===== config.mk =====
export PLATFORM = sky130hd
export DESIGN_NAME = mux4_1_arbiter
export DESIGN_NICKNAME = d
export VERILOG_FILES = /design/src/rtl/mux4_1_arbiter.sv
export SDC_FILE = /design/constraint.sdc
export NUM_CORES = 1
export LEC_CHECK = 0
export BUFFER_PORTS_ARGS = -buffer_cell sky130_fd_sc_hd__buf_2
export CAP_MARGIN = 20
export CORE_MARGIN = 4
export CORE_UTILIZATION = 43
export CTS_CLUSTER_DIAMETER = 200
export CTS_CLUSTER_SIZE = 10
export DETAILED_ROUTE_END_ITERATION = 10
export PLACE_DENSITY = 0.8
export SLEW_MARGIN = 30
export SYNTH_ARGS = -nofsm -noshare
export SYNTH_HDL_FRONTEND = slang
export SYNTH_SLANG_ARGS = --single-unit

===== constraint.sdc =====
create_clock -name clk -period 2.7 [get_ports clk]
set_clock_uncertainty 0.1 [all_clocks]
set_input_delay 0.405 -clock clk [delete_from_list [all_inputs] [get_ports clk]]
set_output_delay 0.405 -clock clk [all_outputs]
set_load 0.1 [all_outputs]

===== src/rtl/mux4_1_arbiter.sv =====
// ============================================================================
// Module   : mux4_1_arbiter
// Brief    : Round-robin arbiter/sequencer for a 4:1 mux with bounded bursts
//            and a valid/ready downstream handshake.
// Revision : 1.0 - initial release
// ============================================================================
`default_nettype none

module mux4_1_arbiter #(
    parameter int WIDTH     = 16,
    parameter int MAX_BURST = 8
) (
    input  logic             clk,
    input  logic             rst_n,
    input  logic [3:0]       req,
    input  logic [3:0]       last,
    input  logic [WIDTH-1:0] data0,
    input  logic [WIDTH-1:0] data1,
    input  logic [WIDTH-1:0] data2,
    input  logic [WIDTH-1:0] data3,
    output logic [3:0]       gnt,
    output logic [1:0]       sel,
    output logic [WIDTH-1:0] out_data,
    output logic             out_valid,
    input  logic             out_ready,
    output logic             busy
);

    localparam logic [8:0] c_max_burst = 9'(MAX_BURST);

    typedef enum logic [0:0] {
        ST_IDLE  = 1'b0,
        ST_GRANT = 1'b1
    } state_t;

    state_t     r_state, w_state_nxt;
    logic [1:0] r_sel,   w_sel_nxt;
    logic [1:0] r_ptr,   w_ptr_nxt;
    logic [3:0] r_gnt,   w_gnt_nxt;
    logic [7:0] r_cnt,   w_cnt_nxt;

    logic       w_req_sel;
    logic       w_last_sel;
    logic       w_valid;
    logic       w_accept;
    logic [7:0] w_cnt_inc;
    logic       w_burst_done;
    logic       w_found;
    logic [1:0] w_winner;

    assign w_req_sel    = req[r_sel];
    assign w_last_sel   = last[r_sel];
    assign w_valid      = (r_state == ST_GRANT) && w_req_sel;
    assign w_accept     = w_valid && out_ready;
    assign w_cnt_inc    = r_cnt + 8'd1;
    assign w_burst_done = ({1'b0, w_cnt_inc} >= c_max_burst);

    // Rotating priority: first set request at or after the pointer, mod 4.
    always_comb begin : p_pick
        logic [1:0] w_idx;
        w_found  = 1'b0;
        w_winner = r_ptr;
        w_idx    = r_ptr;
        for (int k = 0; k < 4; k++) begin
            w_idx = r_ptr + 2'(k);
            if (!w_found && req[w_idx]) begin
                w_found  = 1'b1;
                w_winner = w_idx;
            end
        end
    end

    always_comb begin
        w_state_nxt = r_state;
        w_sel_nxt   = r_sel;
        w_ptr_nxt   = r_ptr;
        w_gnt_nxt   = r_gnt;
        w_cnt_nxt   = r_cnt;
        case (r_state)
            ST_IDLE: begin
                if (w_found) begin
                    w_state_nxt = ST_GRANT;
                    w_sel_nxt   = w_winner;
                    w_gnt_nxt   = 4'b0001 << w_winner;
                    w_cnt_nxt   = 8'd0;
                end
            end
            ST_GRANT: begin
                // A withdrawn request releases without transferring a beat.
                if (!w_req_sel) begin
                    w_state_nxt = ST_IDLE;
                    w_gnt_nxt   = 4'b0000;
                    w_ptr_nxt   = r_sel + 2'd1;
                end else if (w_accept) begin
                    w_cnt_nxt = w_cnt_inc;
                    if (w_last_sel || w_burst_done) begin
                        w_state_nxt = ST_IDLE;
                        w_gnt_nxt   = 4'b0000;
                        w_ptr_nxt   = r_sel + 2'd1;
                    end
                end
            end
            default: begin
                w_state_nxt = ST_IDLE;
                w_gnt_nxt   = 4'b0000;
            end
        endcase
    end

    always_ff @(posedge clk or negedge rst_n) begin
        if (!rst_n) begin
            r_state <= ST_IDLE;
            r_sel   <= 2'd0;
            r_ptr   <= 2'd0;
            r_gnt   <= 4'b0000;
            r_cnt   <= 8'd0;
        end else begin
            r_state <= w_state_nxt;
            r_sel   <= w_sel_nxt;
            r_ptr   <= w_ptr_nxt;
            r_gnt   <= w_gnt_nxt;
            r_cnt   <= w_cnt_nxt;
        end
    end

    always_comb begin
        case (r_sel)
            2'd0:    out_data = data0;
            2'd1:    out_data = data1;
            2'd2:    out_data = data2;
            default: out_data = data3;
        endcase
    end

    assign gnt       = r_gnt;
    assign sel       = r_sel;
    assign out_valid = w_valid;
    assign busy      = (r_state == ST_GRANT);

endmodule

`default_nettype wire


==> results.toml, run 1 <==
[clock_network]
cts_sinks = 17
cts_tree = "built"
clkTransAtPathRegs_ns = 0.07
post_cts_buffers = 0
clock_path_buffers = 2
worstSkewPairLatency_ns = 0.26
cts_buffers = 3
htreeDepth = 1
cts_root_buf = "clkbuf_8"

[timing]
rsz0062_at_grt = "false"
slew_violations = 0
relSlewSlack = 0.649
worst_pin_slew_ns = 0.527
setup_violations = 0
timing.final.crit_share = 0.933
timing.final.ws_setup_ns = 0.180
hold_slack_ns = 0.432
post-route-min-period_ns = 2.52
hold_viol_final = 0
fmax_mhz = 397

[cells_and_area]
nets = 363
antenna_cells = 0
drive_above_1_share = 0.496
area_growth_pct = 66.0

[global_routing]
first_global_vias = 1733
grt_use_total = 0.222
antenna_found_initial = 0
grt_pass1_wl_um = 7930
grt_overflow_total = 0
grt_max_degree = 18

[drt]
drt.antenna.violating_nets = 0
wl_per_cell_um = 16.9
wl_um = 5560
drc = 0
vias_per_cell = 5.83
vias = 1911
dr.pass1.iters = 5
drt-initial-drc-count = 125

[logic_synthesis]
yosysSeqAreaShare = 0.266
netlist_area_mm2 = 0.00160
avgSynthCellArea_um2 = 8.64
postSynth.asyncResetShare = 1.00
synth_flop_cell = "dfrtp_1"
yosysTopAreaCellShare = 0.266
netlist_instances = 185
synthTopCellsByArea = "dfrtp_1 (27%), a222oi_1 (10%), mux2i_1 (10%)"
synth_warnings = 0
ys_seq_elements = 17
synth-edff-count = 0
ys_types = 46
synth_nets = 265
yosysTopAreaCell = "dfrtp_1"

[setup_path]
crit_slowest_cell = "a222oi_1"
crit_buf_inv = 1
crit_chain = "ha_2 > a222oi_1 > mux2i_4 > buf_12"
setup.worst_path.class = "flip-flop to output port"
end_kind = "output port"
startpoint_type = "flip-flop"
cpLargestDelayFamily = "compound AO/OA/AOI/OAI gates"
arrival_ns = 2.02
crit_required_ns = 2.19
slowest_delay_ns = 0.57
crit_fanout = 16

[placed_design]
io_buffers = 98
hpwl_um = 4470
routabilityCongestion = 0.777
dp_worst_setup_slack_ns = 0.315

[floorplan]
die-area_mm2 = 0.00476
core_area_mm2 = 0.00347
ios = 99
die_y_um = 69.0
initial_core_util = 0.461
rows = 21
die_x_um = 69.0

[worst_hold_path]
worstHoldPathType = "flip-flop to flip-flop"

[flow_run]
drv_cap = 0

[status]
outcome = "completed"
==> worst min-delay path, stage by stage, from the launching register on <==
cell and delay [ns]:
dfrtp_1 0.37, nand3_1 0.07, nand2_1 0.06
==> cells in the mapped netlist, types with 2 or more instances <==
cell type   n
a32oi_1     2
ha_1        5
nand2_1    15
o31a_1      4
mux2i_1    16
nand4_1     2
buf_2       2
dfrtp_1    17
o21ai_1     9
inv_1      22
o21ai_0     6
a222oi_1   16
o31ai_1     3
a21oi_1     2
nand3_1    16
o21a_1      2
o211ai_1    2
nor2_1      8
nor2b_1     2
clkbuf_1    5
nor3_1      3
and3_4      2
==> flip-flops by register name, indices dropped and copies added, names as in the netlist <==
name / flops
sel: 2
r_cnt: 8
r_ptr: 2
busy: 1
gnt: 4
==> path summary, 6_finish.rpt <==
path,to,cells past startpoint,startpoint,slack [ns]
worst max-delay path,out_data[3],4,sel[0],0.18
worst min-delay path,r_cnt[7],2,r_cnt[7],0.43
worst max register to register,gnt[1],6,r_cnt[0],0.77
worst min register to register,r_cnt[7],2,r_cnt[7],0.43
max in group asynchronous,sel[1],2,rst_n,1.70
min in group asynchronous,r_cnt[1],2,rst_n,0.49
==> placed cells by master, fill, tap and decap left out, types with 3 or more instances in the layout <==
master,synthesis,layout
ha_2,0,4
buf_12,0,17
o31a_1,4,4
o21ai_0,6,6
nand3_1,16,16
o21ai_1,9,9
nand2_1,15,15
clkbuf_8,0,3
inv_1,22,22
dfrtp_1,17,15
nor3_1,3,3
mux2i_4,0,16
o31ai_1,3,3
buf_2,2,82
nor2_1,8,7
a222oi_1,16,16
==> stage by stage <==
stage / std cells / instance area (um2) / setup TNS [ns] / util
3_5_place_dp: 323 / 2590 / 0 / 0.747
4_1_cts: 328 / 2650 / 0 / 0.763
6_report: 328 / 2650 / 0 / 0.765
2_1_floorplan: 185 / 1810 / -1.29 / -
5_1_grt: 328 / 2650 / 0 / 0.765
3_3_place_gp: 323 / 2590 / 0 / 0.747
==> kinds of logic after synthesis <==
group | after synthesis | share of synthesized area
AOI/OAI and AO/OA | 57 | 0.293
and+or+nand+nor | 54 | 0.178
buffers and inverters | 32 | 0.0814
muxes | 18 | 0.131
DFF | 17 | 0.266
adders and majority gates | 5 | 0.0391
xor gates and xnor gates | 2 | 0.0110
==> repair_timing <==
item,4_1_cts,5_1_grt
hold endpoints to repair,17,0
endpoints found under the setup margin,0,16
hold buffers,1,0
gates resized for setup,0,3
==> area by class of cell <==
cell class / count / area (um2)
flip-flops and latches: 17 / 433
inverters: 23 / 86.3
multi-input cells: 136 / 1260
well taps: 46 / 57.6
fillers: 254 / 815
repair buffers: 102 / 776
clock buffers: 4 / 45.0
==> per-layer routing <==
layer / part of all wire / vias up / GRT usage
met5: 0 / - / 0
met4: 0.029 / 0 / 0.0681
met3: 0.10 / 15 / 0.0502
met2: 0.51 / 91 / 0.425
met1: 0.35 / 890 / 0.238
li1: - / 915 / -
Power of run 1 is not shown: default switching activity piles up to over one toggle a cycle in this logic, so the estimate is an artifact.
==> inputs of run 2 (changes only) <==
CELL_PAD_IN_SITES_DETAIL_PLACEMENT = 2   (was unset)
CELL_PAD_IN_SITES_GLOBAL_PLACEMENT = 2   (was unset)
CORE_UTILIZATION = 23   (was 43)
PLACE_DENSITY = unset   (was 0.8)
PLACE_DENSITY_LB_ADDON = 0.1   (was unset)
==> results.toml, run 2 (synthesis gave the netlist of run 1 again) <==
[worst_hold_path]
worstHoldPathType = "flip-flop to flip-flop"
holdPathEnd = "r_cnt[6]"
min_path_cells = 2
min-delay-start = "r_cnt[6]"

[drt]
wl_per_cell_um = 18.8
drc = 0
drt.antenna.violating_nets = 0
vias_per_cell = 5.26
wl_um = 6840
drt-initial-drc-count = 74
dr.pass1.iters = 7
vias = 1914

[clock_network]
clock_path_buffers = 2
htreeDepth = 1
cts_root_buf = "clkbuf_8"
cts_tree = "built"
cts_buffers = 3
post_cts_buffers = 0
worstSkewPairLatency_ns = 0.26
clkTransAtPathRegs_ns = 0.07
cts_sinks = 17

[floorplan]
core_area_mm2 = 0.00676
ios = 99
die_y_um = 91.4
die-area_mm2 = 0.00835
rows = 30
initial_core_util = 0.237
die_x_um = 91.4

[timing]
timing.final.crit_share = 0.954
post-route-min-period_ns = 2.58
fmax_mhz = 388
relSlewSlack = 0.667
slew_violations = 0
setup_violations = 0
rsz0062_at_grt = "false"
worst_pin_slew_ns = 0.500
hold_viol_final = 0

[cells_and_area]
final_common_cell = "buf_2"
most-common-layout-cells = "buf_2 (82), inv_1 (22), buf_12 (17)"
antenna_cells = 0
largest_reg_flops = 8
top_register = "r_cnt"
area_growth_pct = 69.2
design_area_mm2 = 0.00271
nets = 365
drive_above_1_share = 0.493

[global_routing]
grt_max_degree = 18
antenna_found_initial = 1
grt_use_total = 0.164
grt_overflow_total = 0
grt_pass1_wl_um = 11100
first_global_vias = 2027

[setup_path]
crit_required_ns = 2.19
startpoint_type = "flip-flop"
crit_fanout = 16
reg2reg_to = "gnt[3]"
setup.worst_path.class = "flip-flop to output port"
r2r_setup_slack_ns = 0.71
end_kind = "output port"
r2r_start = "r_cnt[0]"
arrival_ns = 2.07
reg2regPathDepth = 6

[placed_design]
routabilityCongestion = 0.743
hpwl_um = 5730
io_buffers = 98
postPlaceCellArea_mm2 = 0.00265

[status]
outcome = "completed"

[flow_run]
drv_cap = 0
## run 2: cell types whose count changed in the layout (fill, tap and decap cells not counted)
| cell | change |
|---|---|
| buf_4 | +2 |
| ha_1 | +2 |
| ha_2 | -2 |
## run 2: area by class of cell
type	instances	area [um2]
Fill cell	778	4050
Tap cell	80	100
Inverter	23	86.3
Clock buffer	4	45.0
Timing Repair Buffer	104	791
Multi-Input combinational cell	136	1250
Sequential cell	17	433
## run 2: metrics by stage
step	hold WS, ns	std cells	setup slack (ns)	util	setup TNS, ns
after floorplan	0.00941	185	-0.129	-	-1.29
after global placement	0.268	359	0.311	0.392	0
after detailed placement	0.264	359	0.296	0.392	0
after CTS	0.457	364	0.0756	0.401	0
after global routing	0.490	364	0.00658	0.401	0
final	0.448	364	0.124	0.401	0
## run 2: routing by layer
| metal | global-route usage | vias to the layer above | wire length (um) |
|---|---|---|---|
| li1 | - | 916 | - |
| met2 | 0.266 | 82 | 3100 |
| met1 | 0.224 | 906 | 3150 |
| met3 | 0.0373 | 8 | 526 |
| met5 | 0 | - | 13 |
| met4 | 0.0302 | 2 | 50 |
## run 2: worst max path at each step
stage | from | endpoint | slack, ns | cells after the start
after global routing | sel[0] | out_data[13] | 0.007 | 6
after global placement | sel[0] | out_data[2] | 0.31 | 5
after floorplan | sel[0] | out_data[10] | -0.13 | 4
after CTS | sel[0] | out_data[10] | 0.08 | 6
after detailed placement | sel[0] | out_data[2] | 0.30 | 5
final | sel[0] | out_data[11] | 0.12 | 6
## run 2: timing repair
action | 4_1_cts | 5_1_grt
gates resized for setup | 1 | 0
endpoints found under the hold margin | 17 | 0
hold buffers | 1 | 0
endpoints found under the setup margin | 1 | 1
pin swaps | 0 | 1
## run 2: critical path: stages, from the launching register on
cell,delay (ns)
dfrtp_4,0.47
inv_1,0.09
ha_1,0.19
buf_4,0.19
a222oi_1,0.52
mux2i_4,0.14
buf_12,0.19
Power of run 2 is left out for the same reason.
